<file path="src/rtl/lsu_mem_port.sv">
// Load/store port between the MEM stage and a word-wide data memory.
// Checks the request, steers byte lanes, runs a ready handshake with a
// timeout, and sign/zero-extends load results.
module lsu_mem_port #(
  parameter int unsigned ADDR_W  = 32,
  parameter int unsigned TIMEOUT = 16
) (
  input  logic              clk,
  input  logic              rst_n,
  input  logic              req_read,
  input  logic              req_write,
  input  logic [2:0]        funct3,
  input  logic [ADDR_W-1:0] addr,
  input  logic [31:0]       wdata,
  output logic [31:0]       load_data,
  output logic              stall,
  output logic              done,
  output logic              err,
  output logic [ADDR_W-1:0] mem_addr,
  output logic              mem_read,
  output logic              mem_write,
  output logic [3:0]        mem_byteen,
  output logic [31:0]       mem_wdata,
  input  logic [31:0]       mem_rdata,
  input  logic              mem_ready
);

  localparam int unsigned CNT_W = 8;
  localparam logic [CNT_W-1:0] CNT_LIMIT = CNT_W'(TIMEOUT - 1);

  typedef enum logic [1:0] {
    S_IDLE   = 2'd0,
    S_ACCESS = 2'd1,
    S_DONE   = 2'd2
  } state_t;

  state_t            state_q, state_d;
  logic [CNT_W-1:0]  cnt_q, cnt_d;
  logic [ADDR_W-1:0] addr_q, addr_d;
  logic [2:0]        f3_q, f3_d;
  logic              stall_q, stall_d;
  logic              done_d, err_d, rd_d, wr_d;
  logic [3:0]        be_d;
  logic [31:0]       mwd_d, load_d;

  logic              bad_c, misalign_c, illegal_c, accept_c, reject_c;
  logic [3:0]        be_c;
  logic [31:0]       mwd_c, ext_c;
  logic [7:0]        byte_c;
  logic [15:0]       half_c;

  // Stall covers the accepting cycle combinationally, then the registered ACCESS phase.
  assign stall    = stall_q | accept_c;
  assign mem_addr = {addr_q[ADDR_W-1:2], 2'b00};

  // Classify the incoming request as accepted or rejected (only meaningful in IDLE).
  always_comb begin
    misalign_c = 1'b0;
    if (req_write) begin
      illegal_c = funct3[2] | (funct3[1:0] == 2'b11);
    end else begin
      illegal_c = (funct3[1:0] == 2'b11) | (funct3 == 3'b110);
    end
    case (funct3[1:0])
      2'b01:   misalign_c = addr[0];
      2'b10:   misalign_c = (addr[1:0] != 2'b00);
      default: misalign_c = 1'b0;
    endcase
    bad_c    = (req_read & req_write) | illegal_c | misalign_c;
    accept_c = (state_q == S_IDLE) & (req_read | req_write) & ~bad_c;
    reject_c = (state_q == S_IDLE) & (req_read | req_write) & bad_c;
  end

  // Byte enables and replicated store lanes for the incoming request.
  always_comb begin
    be_c  = 4'b1111;
    mwd_c = wdata;
    case (funct3[1:0])
      2'b00: begin
        be_c  = 4'b0001 << addr[1:0];
        mwd_c = {4{wdata[7:0]}};
      end
      2'b01: begin
        be_c  = 4'b0011 << {addr[1], 1'b0};
        mwd_c = {2{wdata[15:0]}};
      end
      default: ;
    endcase
  end

  // Pick the addressed byte/halfword from the returned word and extend it.
  always_comb begin
    byte_c = mem_rdata[{addr_q[1:0], 3'b000} +: 8];
    half_c = addr_q[1] ? mem_rdata[31:16] : mem_rdata[15:0];
    case (f3_q)
      3'b000:  ext_c = {{24{byte_c[7]}}, byte_c};
      3'b100:  ext_c = {24'h0, byte_c};
      3'b001:  ext_c = {{16{half_c[15]}}, half_c};
      3'b101:  ext_c = {16'h0, half_c};
      default: ext_c = mem_rdata;
    endcase
  end

  // Next-state and next-output logic; ready beats the timeout in the same cycle.
  always_comb begin
    state_d = state_q;
    cnt_d   = cnt_q;
    addr_d  = addr_q;
    f3_d    = f3_q;
    stall_d = stall_q;
    done_d  = 1'b0;
    err_d   = 1'b0;
    rd_d    = mem_read;
    wr_d    = mem_write;
    be_d    = mem_byteen;
    mwd_d   = mem_wdata;
    load_d  = load_data;
    case (state_q)
      S_IDLE: begin
        if (reject_c) begin
          err_d = 1'b1;
        end else if (accept_c) begin
          state_d = S_ACCESS;
          cnt_d   = '0;
          addr_d  = addr;
          f3_d    = funct3;
          stall_d = 1'b1;
          rd_d    = req_read;
          wr_d    = req_write;
          be_d    = be_c;
          mwd_d   = mwd_c;
        end
      end
      S_ACCESS: begin
        if (mem_ready) begin
          state_d = S_DONE;
          done_d  = 1'b1;
          stall_d = 1'b0;
          rd_d    = 1'b0;
          wr_d    = 1'b0;
          if (mem_read) begin
            load_d = ext_c;
          end
        end else if (cnt_q == CNT_LIMIT) begin
          state_d = S_IDLE;
          err_d   = 1'b1;
          stall_d = 1'b0;
          rd_d    = 1'b0;
          wr_d    = 1'b0;
        end else begin
          cnt_d = cnt_q + CNT_W'(1);
        end
      end
      S_DONE: begin
        state_d = S_IDLE;
      end
      default: begin
        state_d = S_IDLE;
        stall_d = 1'b0;
        rd_d    = 1'b0;
        wr_d    = 1'b0;
      end
    endcase
  end

  // State and registered outputs; reset drops strobes immediately.
  always_ff @(posedge clk or negedge rst_n) begin
    if (!rst_n) begin
      state_q    <= S_IDLE;
      cnt_q      <= '0;
      addr_q     <= '0;
      f3_q       <= '0;
      stall_q    <= 1'b0;
      done       <= 1'b0;
      err        <= 1'b0;
      mem_read   <= 1'b0;
      mem_write  <= 1'b0;
      mem_byteen <= '0;
      mem_wdata  <= '0;
      load_data  <= '0;
    end else begin
      state_q    <= state_d;
      cnt_q      <= cnt_d;
      addr_q     <= addr_d;
      f3_q       <= f3_d;
      stall_q    <= stall_d;
      done       <= done_d;
      err        <= err_d;
      mem_read   <= rd_d;
      mem_write  <= wr_d;
      mem_byteen <= be_d;
      mem_wdata  <= mwd_d;
      load_data  <= load_d;
    end
  end

endmodule

</file>
<file path="config.mk">
export PLATFORM = sky130hd
export DESIGN_NAME = lsu_mem_port
export DESIGN_NICKNAME = d
export VERILOG_FILES = /design/src/rtl/lsu_mem_port.sv
export SDC_FILE = /design/constraint.sdc
export NUM_CORES = 1
export LEC_CHECK = 0
export ABC_AREA = 1
export BUFFER_PORTS_ARGS = -buffer_cell sky130_fd_sc_hd__buf_4
export CAP_MARGIN = 20
export CORE_UTILIZATION = 45
export CTS_BUF_LIST = sky130_fd_sc_hd__clkbuf_16
export DETAILED_ROUTE_END_ITERATION = 12
export HOLD_SLACK_MARGIN = 0.02
export PLACE_DENSITY_LB_ADDON = 0.2
export SETUP_SLACK_MARGIN = 0.02
export SYNTH_ARGS = -nofsm -noshare
export SYNTH_HDL_FRONTEND = slang
export SYNTH_SLANG_ARGS = --single-unit
</file>
<file path="constraint.sdc">
create_clock -name clk -period 1.41 [get_ports clk]
set_input_delay 0.141 -clock clk [delete_from_list [all_inputs] [get_ports clk]]
set_output_delay 0.141 -clock clk [all_outputs]
set_load 0.1 [all_outputs]
</file>
==> flow_metrics.tcl <==
set metrics [dict create \
    status "finished with violations" \
    violations "negative setup slack" \
    cts_buffer_depth 2 \
    grt_max_degree 37 \
    stdcell_count 1207 \
    grt_overflow 0 \
    ys_seq_elements 118 \
    drv_cap 0 \
    yosys.area.top_type "dfrtp_1" \
    critPathKind "register to output port" \
    fp.dieH_um 116.1 \
    grt_pass1_vias 6150 \
    die_area_um2 13480 \
    final_net_count 1131 \
    final_layout_size_suffix_gt1_share_pct 37.97 \
    setup_violations 114 \
    cts_tree "done" \
    netlist_area_um2 5861 \
    vias 6288 \
    via_per_inst 5.210 \
    dp_cells 1074 \
    numCtsBuffers 17 \
    async_flop_share_pct 100.0 \
    yosysSeqAreaShare_pct 50.38 \
    startpoint_type "register" \
    drc_errors 0 \
    drtPass1Iterations 5 \
    crit_required_ps 1270 \
    root_buffer "clkbuf_16" \
    clock_sink_count 118 \
    synth_ff_type "dfrtp_1" \
    postSynthAreaPerCell_um2 8.174 \
    wire_per_inst_um 16.61 \
    synthTopCellsByCount "nand2_1, dfrtp_1, o21ai_0" \
    die_w_um 116.1 \
    fin_crit_sh_pct 119.9 \
    end_kind "output port" \
    io_buffers 206 \
    dr.first_iter.drc_count 439 \
    rsz0062_at_grt "yes" \
    netlist_instances 717 \
    clk_pin_slew_worst_paths_ps 60 \
    num_antenna_cells 0 \
    clk_latency_ps 420 \
    skew_ps 10.57 \
    area_growth_pct 66.08 \
    min_period_ps 1690 \
    io_pins 209 \
    cp_data_arrival_time_ps 1550 \
    hold_class "input pin to register" \
    yosysWarnings 0 \
    placementRows 41 \
    synthMostInstantiatedCell "nand2_1" \
    ant_nets 0 \
    cp_max_fo 2 \
    place_congestion 0.8927 \
    synth_edf_count 0 \
    setup_ws_ps -280.0 \
    synth_top_area_share_pct 50.38 \
    core_area_um2 12670 \
    routed_wl_um 20050 \
    synth.area.top_cells "dfrtp_1, nand2_1, buf_4, o21ai_0, a21oi_1" \
    h-tree-depth 4 \
    detailed_place_hpwl_um 11720 \
    start_util_pct 46.25 \
    grt_pass1_wl_um 30060 \
    synth.distinct_cells 34 \
    slew_violations 0 \
    max_freq_ghz 0.5917 \
    antenna_found_initial 0 \
    grt_usage_pct 29.37 \
    hold_viol_final 0 \
]
[worst paths after layout]
kind,start,end,slack (ps),cells after the start
min in group asynchronous,rst_n,mem_wdata[27]$_DFFE_PN0P_,160,2
max reg2reg,state_q[1]$_DFFE_PN0P_,load_data[18]$_DFFE_PN0P_,-240,11
max,state_q[1]$_DFFE_PN0P_,stall,-280,7
min reg2reg,mem_wdata[3]$_DFFE_PN0P_,mem_wdata[3]$_DFFE_PN0P_,480,2
min,wdata[11],mem_wdata[11]$_DFFE_PN0P_,30,3
max in group asynchronous,rst_n,mem_read$_DFFE_PN0P_,710,3
[logic make-up (layout without fill, tap and decap cells)]
kind of cell	Yosys count	after routing	synth area share [%]
buf+inv	118	435	11.68
xor+xnor	1	1	0.1495
other cells	1	2	0.06399
fa+ha+maj	5	5	1.067
compound gates	137	137	12.81
flops	118	118	50.38
simple gates	337	337	23.85
[cells in the final DEF, fill, tap and decap left out, types with 5 or more instances in the layout]
master / count
a21oi_1: 19
a21oi_2: 22
a21oi_4: 6
a22o_1: 8
buf_12: 11
buf_4: 246
buf_6: 10
bufinv_16: 5
clkbuf_16: 20
dfrtp_1: 117
dlygate4sd3_1: 73
inv_1: 46
inv_2: 7
nand2_1: 234
nand2_2: 8
nand3_1: 36
nand3_2: 7
nor2_1: 29
nor2_2: 6
nor2_4: 6
o21ai_0: 16
o21ai_1: 45
o21ai_2: 11
[flip-flops by register name, summed over array words and instances, names as in the netlist]
signal / count
stall_q: 1
state_q: 2
mem_byteen: 4
mem_read: 1
done: 1
cnt_q: 8
addr_q: 32
mem_wdata: 32
load_data: 32
f3_q: 3
mem_write: 1
err: 1
[final cells by class]
type / instances / area (µm²)
inverters: 54 / 212.7
well taps: 172 / 215.2
repair buffers: 349 / 3153
flip-flops and latches: 118 / 2957
clock inverters: 15 / 211.5
fillers: 819 / 2938
clock buffers: 17 / 425.4
multi-input cells: 482 / 2559
[critical path, stage by stage, from the launching register on]
cell,delay [ps]
dfrtp_1,400
inv_2,90
nand2_4,60
nor2_4,110
nand3_4,100
inv_4,70
or2_4,120
buf_12,160
[stage by stage]
step / hold WS (ps) / setup WS, ps / util [%] / setup TNS [ps] / cell area, µm²
2_1_floorplan: -154.6 / -0.7530 / - / -0.7530 / 5871
3_3_place_gp: 62.61 / -133.9 / 59.78 / -5617 / 7575
3_5_place_dp: 66.77 / -195.6 / 59.78 / -8856 / 7575
4_1_cts: 23.85 / -291.0 / 73.60 / -10430 / 9325
5_1_grt: 40.77 / -349.8 / 76.81 / -22420 / 9733
6_report: 25.56 / -280.0 / 76.81 / -13710 / 9733
[what timing repair did]
item / CTS / global route
endpoints found under the hold margin: 191 / 1
buffers inserted: 6 / 11
setup endpoints to repair: 81 / 117
pin swaps: 22 / 17
hold buffers: 72 / 1
resized for setup: 73 / 62
gates cloned: 6 / 5
[per-layer routing]
| layer | up-vias | share of wire (%) | GRT usage, % |
|---|---|---|---|
| met4 | 0 | 2.3 | 12.39 |
| met5 | - | 0 | 0 |
| met1 | 3001 | 39 | 36.67 |
| li1 | 2895 | - | - |
| met2 | 347 | 51 | 49.37 |
| met3 | 45 | 7.7 | 6.487 |
Power is not shown: default switching activity piles up to over one toggle a cycle in this logic, so the estimate is an artifact.
